`config.mk`:
```
export PLATFORM = sky130hd
export DESIGN_NAME = fft_mag_calc
export DESIGN_NICKNAME = d
export VERILOG_FILES = /design/src/rtl/fft_mag_calc.sv
export SDC_FILE = /design/constraint.sdc
export NUM_CORES = 1
export LEC_CHECK = 0
export ABC_AREA = 1
export CAP_MARGIN = 20
export CORE_MARGIN = 3
export CORE_UTILIZATION = 24
export DETAILED_ROUTE_END_ITERATION = 7
export GPL_TIMING_DRIVEN = 0
export PLACE_DENSITY = 0.4
export SYNTH_ARGS = -nofsm -noshare
export SYNTH_HDL_FRONTEND = slang
export SYNTH_SLANG_ARGS = --single-unit
export TNS_END_PERCENT = 50
```
`constraint.sdc`:
```
create_clock -name clk_50m -period 3.65 [get_ports clk_50m]
set_input_delay 0.73 -clock clk_50m [delete_from_list [all_inputs] [get_ports clk_50m]]
set_output_delay 0.73 -clock clk_50m [all_outputs]
set_load 0.05 [all_outputs]
```
`src/rtl/fft_mag_calc.sv`:
```
// Converts the FFT core's complex bin stream to alpha-max-plus-beta-min magnitudes.
// Only the first OUT_BINS bins of each frame are forwarded, each frame with its own sop/eop.
module fft_mag_calc #(
  parameter int FFT_LEN  = 128,
  parameter int OUT_BINS = 64,
  parameter int CNT_W    = 10
) (
  input  logic               clk_50m,
  input  logic               rst,
  input  logic signed [15:0] src_real,
  input  logic signed [15:0] src_imag,
  input  logic               src_sop,
  input  logic               src_eop,
  input  logic               src_valid,
  output logic        [15:0] fft_data,
  output logic               fft_sop,
  output logic               fft_eop,
  output logic               fft_valid,
  output logic               frame_err
);

  typedef enum logic [1:0] {IDLE, PASS, DROP} state_t;

  localparam logic [CNT_W-1:0] OUT_LAST = CNT_W'(OUT_BINS - 1);
  localparam logic [CNT_W-1:0] LEN_LAST = CNT_W'(FFT_LEN - 1);
  localparam bit               ONE_BIN  = (OUT_BINS == 1);

  state_t           state, state_nxt;
  logic [CNT_W-1:0] cnt, cnt_nxt;   // bin index of the next input beat
  logic             fwd, tag_sop, tag_eop, err;

  logic        s1_valid, s1_sop, s1_eop;
  logic        s2_valid, s2_sop, s2_eop;
  logic [15:0] s1_a, s1_b, s2_mx, s2_mn;

  function automatic logic [15:0] abs16(input logic signed [15:0] x);
    logic [15:0] ux;
    ux = x;
    return x[15] ? (~ux + 16'd1) : ux;
  endfunction

  // NOTE: every variable gets a default before any branch, so no path can infer a latch.
  always_comb begin
    state_nxt = state;
    cnt_nxt   = cnt;
    fwd       = 1'b0;
    tag_sop   = 1'b0;
    tag_eop   = 1'b0;
    err       = 1'b0;
    if (src_valid) begin
      if (src_sop) begin
        fwd     = 1'b1;
        tag_sop = 1'b1;
        cnt_nxt = CNT_W'(1);
        err     = (state == PASS);
        if (src_eop) begin
          tag_eop   = 1'b1;
          state_nxt = IDLE;
          if (!ONE_BIN) err = 1'b1;
        end else if (ONE_BIN) begin
          tag_eop   = 1'b1;
          state_nxt = DROP;
        end else begin
          state_nxt = PASS;
        end
      end else begin
        unique case (state)
          IDLE: err = 1'b1;
          PASS: begin
            fwd     = 1'b1;
            cnt_nxt = cnt + CNT_W'(1);
            if (cnt == OUT_LAST) begin
              tag_eop   = 1'b1;
              state_nxt = src_eop ? IDLE : DROP;
            end else if (src_eop) begin
              tag_eop   = 1'b1;
              err       = 1'b1;
              state_nxt = IDLE;
            end
          end
          DROP: begin
            if (cnt != LEN_LAST) cnt_nxt = cnt + CNT_W'(1);
            if (src_eop) state_nxt = IDLE;
          end
          default: state_nxt = IDLE;
        endcase
      end
    end
  end

  // NOTE: sequential state uses non-blocking assignments so all registers update together.
  always_ff @(posedge clk_50m or posedge rst) begin
    if (rst) begin
      state     <= IDLE;
      cnt       <= '0;
      s1_valid  <= 1'b0;
      s1_sop    <= 1'b0;
      s1_eop    <= 1'b0;
      s2_valid  <= 1'b0;
      s2_sop    <= 1'b0;
      s2_eop    <= 1'b0;
      fft_valid <= 1'b0;
      fft_sop   <= 1'b0;
      fft_eop   <= 1'b0;
      fft_data  <= '0;
      frame_err <= 1'b0;
    end else begin
      state     <= state_nxt;
      cnt       <= cnt_nxt;
      frame_err <= err;
      s1_valid  <= fwd;
      s1_sop    <= tag_sop;
      s1_eop    <= tag_eop;
      s2_valid  <= s1_valid;
      s2_sop    <= s1_sop;
      s2_eop    <= s1_eop;
      fft_valid <= s2_valid;
      fft_sop   <= s2_valid & s2_sop;
      fft_eop   <= s2_valid & s2_eop;
      // Worst case 32768 + 8192 + 4096 = 45056 still fits 16 bits.
      if (s2_valid) fft_data <= s2_mx + (s2_mn >> 2) + (s2_mn >> 3);
    end
  end

  // NOTE: datapath registers carry no reset; the valid bits alone decide whether they matter.
  always_ff @(posedge clk_50m) begin
    if (fwd) begin
      s1_a <= abs16(src_real);
      s1_b <= abs16(src_imag);
    end
    if (s1_valid) begin
      s2_mx <= (s1_a >= s1_b) ? s1_a : s1_b;
      s2_mn <= (s1_a >= s1_b) ? s1_b : s1_a;
    end
  end

endmodule

```
==> impl_metrics.toml, run 1 <==
[run_status]
status = "complete, no violations"

[timing]
fin_crit_ps = 2370
fmax_mhz = 423
setup_viol = 0
max_slew.worst_pin.slew_ps = 866
post-route-period-util_pct = 64.8
rsz0062_at_grt = "false"
finalMaxSlewViolations = 0
skew_ps = 6.91
slew_headroom_pct = 42.1
holdWs_ps = 355
hold_viol_final = 0

[worst_setup_path]
r2r-start = "s2_mx[1]"
required_ps = 3890
path_class = "flip-flop to flip-flop"
start_kind = "flip-flop"
r2r_slack_ps = 1280
r2r_cells = 12
crit_fanout = 4
reg2reg_to = "fft_data[15]"
cp.arrival_ps = 2600
endpoint_kind = "flip-flop"

[floorplan]
die_x_um = 168
initial_utilization_pct = 24.7
core_area_um2 = 25400
placementRows = 58
die_h_um = 168
die_area_um2 = 28100
ios = 57

[detailed_routing]
vias = 4779
drt-total-wl_um = 14000
ant_nets = 0
wl_per_cell_um = 12.2
drc = 0
firstDrtPassIters = 4
viasPerCell = 4.14
drt-initial-drc-count = 130

[min_path]
min_from = "s1_eop"
hold_path_depth = 0
hp-class = "flip-flop to flip-flop"
hold_end = "s2_eop"

[placed_design]
placed_area_um2 = 7300
place_inst = 1137
hpwl_um = 11300
gp_congestion = 0.838
port_buffers = 56

[cells_and_area]
fin_area_um2 = 7580
stdcell_count = 1153
layout_commonest_cell = "nand2_1"
seq_area_um2 = 2810
syn2layout_area_growth_pct = 20.9
final_cell_mix = "237 x nand2_1, 114 x inv_1, 62 x edfxtp_1, 56 x clkdlybuf4s50_1, 43 x nor2_1"
final_nets = 906
fillers = 2714
layout-drive-gt1-share_pct = 4.25
multi_input_area_um2 = 2950
diodes = 0

[synthesis]
postSynthAreaPerCell_um2 = 8.37
synth.net_count = 837
syn-cell-area_um2 = 6270
synth.yosys.seq_area_share_pct = 44.9
ys.warnings.count = 0
ys_ff_latch = 100
synthCells = 749
ys_types = 33

[pwr]
power.leakage_uw = 0.00352
max-vdd-ir-drop_mv = 0.373
p_per_area_nw_per_um2 = 516

[job]
drv_cap = 0

[global_routing]
grt_remaining_overflow = 0
grt_pass1_vias = 5009
grt_pass1_wl_um = 24500
grt_antenna_before_repair = 0
track_usage_pct = 10.6
grt_max_degree = 39

[cts]
h-tree-depth = 3
ctsLongestPathBuffers = 2
ctsHoldBuffers = 0
ctsResizeCount = 0
cts_tree = "yes"
path_clk_slew_ps = 70
cts_root_buffer = "clkbuf_16"
postCtsSetupBuffers = 0
cts_sinks = 100
numCtsBuffers = 9
clk_latency_ps = 350
[critical path: stages (launching register included)]
cell	delay, ps
edfxtp_1	410
fa_1	560
ha_1	200
inv_1	70
fa_1	380
inv_1	100
nand2_1	60
nand3_1	140
nand2_1	100
nand2_1	70
nand2_1	50
nand3_1	70
nand2_1	60
[power by group]
part	leakage, uW	switching [uW]	internal [uW]	total, uW
combinational	0.00231	941	547	1490
clock	0.000134	442	467	908
sequential	0.00108	115	1400	1510
total	0.00352	1500	2410	3910
[Yosys cell counts (all sizes together)]
cell / instances / area share [%]
o22ai: 4 / 0.40
o31ai: 1 / 0.12
a21o: 1 / 0.12
nand3: 40 / 3.2
nand3b: 6 / 0.72
buf: 4 / 0.42
nand4: 39 / 3.9
nand2: 241 / 15
dfrtp: 38 / 15
xor2: 21 / 2.9
clkbuf: 13 / 0.78
nor2: 44 / 2.8
a21oi: 22 / 1.8
a31oi: 3 / 0.30
or2: 3 / 0.30
nor4: 1 / 0.10
ha: 37 / 7.4
xnor2: 6 / 0.84
nor3: 9 / 0.72
inv: 117 / 7.0
fa: 14 / 4.5
o21ai: 23 / 2.1
edfxtp: 62 / 30
[kinds of logic (layout without fill, tap and decap cells)]
| kind of cell | count (synthesis) | after routing | share of synthesized area, % |
|---|---|---|---|
| simple gates | 383 | 383 | 26.4 |
| fa+ha+maj | 51 | 51 | 11.9 |
| xor+xnor | 27 | 27 | 3.77 |
| flops | 100 | 100 | 44.9 |
| buf+inv | 134 | 208 | 8.24 |
| compound gates | 54 | 54 | 4.83 |
[sequential cells by signal, summed over array words and instances (netlist names), 2 cells and up]
signal / count
s1_b: 16
s1_a: 16
state: 2
cnt: 10
fft_data: 16
s2_mn: 14
s2_mx: 16
[worst max path at each step]
stage | from | end | slack [ps]
6_report | s2_mx[1] | fft_data[15] | 1280
2_1_floorplan | src_sop | s1_a[0] | 730
3_3_place_gp | src_sop | s1_a[0] | -710
4_1_cts | s2_mx[1] | fft_data[15] | 1250
5_1_grt | s2_mx[1] | fft_data[15] | 1100
3_5_place_dp | src_imag[0] | s1_b[12] | 970
[through the flow]
step / total power [uW] / setup TNS (ps) / utilization (%) / setup WS (ps)
5_1_grt: 4240 / 0 / 29.8 / 1100
3_5_place_dp: 3050 / 0 / 28.7 / 966
3_3_place_gp: 3040 / -23940 / 28.5 / -711
6_report: 3910 / 0 / 29.8 / 1280
2_1_floorplan: 2580 / 0 / - / 735
4_1_cts: 3990 / 0 / 29.8 / 1250
[cell type report]
cell class	instances	share of cell area (%)
Clock buffer	9	2.97
Timing Repair Buffer	58	8.03
Clock inverter	7	0.677
Inverter	117	5.83
Buffer	17	0.991
Multi-Input combinational cell	515	38.9
Tap cell	330	5.45
Sequential cell	100	37.1
[layer usage]
metal  share of wire, %  wire length [um]  track usage [%]  vias to the layer above
met5                  0                 0                0                        -
met4                1.4               193             3.13                        0
met3                2.8               396             1.94                       14
met2                 43              6000             16.5                       69
met1                 53              7460             15.1                     2128
li1                   -                 -                -                     2568
(Power assumes the default switching activity.)
==> run 2: changes to the inputs <==
--- a/config.mk
+++ b/config.mk
@@ -11,7 +11,7 @@
 export CORE_UTILIZATION = 24
 export DETAILED_ROUTE_END_ITERATION = 7
 export GPL_TIMING_DRIVEN = 0
-export PLACE_DENSITY = 0.4
+export PLACE_DENSITY = 0.41
 export SYNTH_ARGS = -nofsm -noshare
 export SYNTH_HDL_FRONTEND = slang
 export SYNTH_SLANG_ARGS = --single-unit
==> constraint.sdc (replaced) <==
create_clock -name clk_50m -period 2 [get_ports clk_50m]
set_input_delay 0.4 -clock clk_50m [delete_from_list [all_inputs] [get_ports clk_50m]]
set_output_delay 0.4 -clock clk_50m [all_outputs]
set_load 0.05 [all_outputs]
==> run 2 against run 1 <==
The flow now finishes with violations (negative setup slack). Wire length rose by 8.9%. Hold slack lost 5.2 ps. Sequential power rose by 83%. Critical path depth unchanged. Non-clock buffer count up 32. Combinational power rose by 140%. Cell area is 12% higher. Register-to-register slack worse by 1500 ps. Largest cell class unchanged. Largest power group is now combinational cells.
==> impl_metrics.toml, run 2 (same netlist as run 1, synthesis figures left out) <==
[run_status]
status = "finished, violations left"
violations = "negative setup slack"

[cts]
ctsLongestPathBuffers = 2
h-tree-depth = 3
clk_latency_ps = 340
numCtsBuffers = 9
cts_sinks = 100
ctsHoldBuffers = 0
cts_root_buffer = "clkbuf_16"
path_clk_slew_ps = 80
cts_tree = "yes"

[global_routing]
grt_max_degree = 39
grt_antenna_before_repair = 0
grt_remaining_overflow = 0
grt_pass1_wl_um = 24900
grt_pass1_vias = 4875
track_usage_pct = 10.9

[detailed_routing]
vias = 4990
firstDrtPassIters = 5
drc = 0
ant_nets = 0
drt-total-wl_um = 15300
drt-initial-drc-count = 199
wl_per_cell_um = 12.9
viasPerCell = 4.21

[pwr]
max-vdd-ir-drop_mv = 0.526
p_per_area_nw_per_um2 = 964
p_clk_share_pct = 22.6
internal-power_uw = 5080
seqPwrFrac_pct = 33.9
netSwitchingFraction_pct = 37.7
switching_power_uw = 3080
combPwrFrac_pct = 43.4
power.leakage_uw = 0.00383

[timing]
hold_viol_final = 0
totalNegativeSetupSlack_ps = -1200
max_slew.worst_pin.slew_ps = 843
skew_ps = 9.68
fin_crit_ps = 2210
setup_viol = 9
fmax_mhz = 452
slew_headroom_pct = 43.7
finalMaxSlewViolations = 0
post-route-period-util_pct = 111
rsz0062_at_grt = "true"
setup_ws_ps = -212

[job]
drv_cap = 0

[floorplan]
initial_utilization_pct = 24.7
placementRows = 58
die_area_um2 = 28100
die_h_um = 168
ios = 57
die_x_um = 168
core_area_um2 = 25400

[cells_and_area]
syn2layout_area_growth_pct = 35.0
diodes = 0
final_nets = 939
multi_input_area_um2 = 3480
seq_area_um2 = 2810
fillers = 2653
layout_commonest_cell = "nand2_1"
final_cell_mix = "200 x nand2_1, 103 x inv_1, 62 x edfxtp_1, 56 x clkdlybuf4s50_1, 39 x nand4_1"
layout-drive-gt1-share_pct = 19.7
fin_area_um2 = 8460

[worst_setup_path]
cp.arrival_ps = 2440
endpoint_kind = "flip-flop"
start_kind = "flip-flop"
slowest_stage = "fa_1"
path_common_cell = "nand2_1"
path_class = "flip-flop to flip-flop"
crit_fanout = 4
cpPeakStageDelay_ps = 560
crit_chain = "fa_1, ha_2, inv_2, fa_2, inv_2, nand2_2, nand3_4, nand2_2, nand2_1, nand2_1, nand3_2, nand2_1"
required_ps = 2230
cp_top_family = "adder cells"
critPathBufInv = 2

[placed_design]
dp_slack_ps = -433
gp_congestion = 0.848
placed_area_um2 = 7280
port_buffers = 56
hpwl_um = 11200

[min_path]
hp-class = "flip-flop to flip-flop"
-- run 2: changes by cell type in the layout (fill, tap and decap cells not counted), moves of 8 or more --
cell / delta
nand2_1: -37
nand2_2: +29
buf_4: +26
ha_1: -18
ha_4: +17
inv_1: -11
buf_6: +10
inv_2: +9
nand2_4: +8
nor2_1: -8
-- run 2: worst reg2reg max path, cell delays in order (launching register included) --
cell and delay (ps):
edfxtp_1 420, fa_1 560, ha_2 190, inv_2 40, fa_2 360, inv_2 80, nand2_2 70, nand3_4 90
nand2_2 60, nand2_1 60, nand2_1 50, nand3_2 60, nand2_1 50
-- run 2: per-stage QoR --
| stage | std cells | hold slack [ps] | util (%) | power [uW] |
|---|---|---|---|---|
| final | 1186 | 350 | 33.3 | 8160 |
| after global routing | 1186 | 365 | 33.3 | 8730 |
| after CTS | 1160 | 353 | 31.2 | 7920 |
| after detailed placement | 1136 | 338 | 28.7 | 5570 |
| after global placement | 1135 | 333 | 28.6 | 5550 |
| after floorplan | 749 | 331 | - | 4720 |
-- run 2: repair_timing --
| action | 4_1_cts | 5_1_grt |
|---|---|---|
| pin swaps | 29 | 45 |
| endpoints found under the setup margin | 75 | 56 |
| buffers inserted | 7 | 22 |
| gates cloned | 1 | 4 |
| resized for setup | 65 | 99 |
-- run 2: final timing paths --
check,start,endpoint,slack (ps),depth (start not counted)
worst max register to register,s2_mn[3],fft_data[15],-210,12
worst min-delay path,s1_eop,s2_eop,350,0
min in group asynchronous,rst,fft_data[12],550,2
worst max-delay path,s2_mn[3],fft_data[15],-210,12
worst min register to register,s1_eop,s2_eop,350,0
max in group asynchronous,rst,s1_sop,920,2
-- run 2: layout make-up --
cell class,count,share of cell area [%]
buffer,17,1.60
clock inverter,4,0.621
multi-input combinational,516,41.2
timing repair buffer,90,10.2
sequential,100,33.2
tap,330,4.88
inverter,117,5.28
clock buffer,12,3.05
-- run 2: power by group through the flow --
stage	registers [uW]	clock network, uW	logic, uW
global route	2820	2010	3900
CTS	2780	1920	3220
global placement	2840	0	2710
finish	2770	1850	3540
floorplan	3320	0	1400
detailed placement	2820	0	2750
-- run 2: routing by layer --
layer  GRT usage, %  share of wire, %  vias up  wire [um]
li1               -                 -     2641          -
met1           15.4                50     2267       7640
met2           17.0                46       74       7040
met3           2.01               2.7        8        418
met4           3.17               1.2        0        191
met5              0                 0        -          0
==> run 3: changes to the inputs <==
--- a/config.mk
+++ b/config.mk
@@ -9,6 +9,7 @@
 export CAP_MARGIN = 20
 export CORE_MARGIN = 3
 export CORE_UTILIZATION = 24
+export CTS_CLUSTER_SIZE = 8
 export DETAILED_ROUTE_END_ITERATION = 7
 export GPL_TIMING_DRIVEN = 0
 export PLACE_DENSITY = 0.41
==> results of run 3 <==
No change in the layout: final DEF, timing and power equal those of run 2.
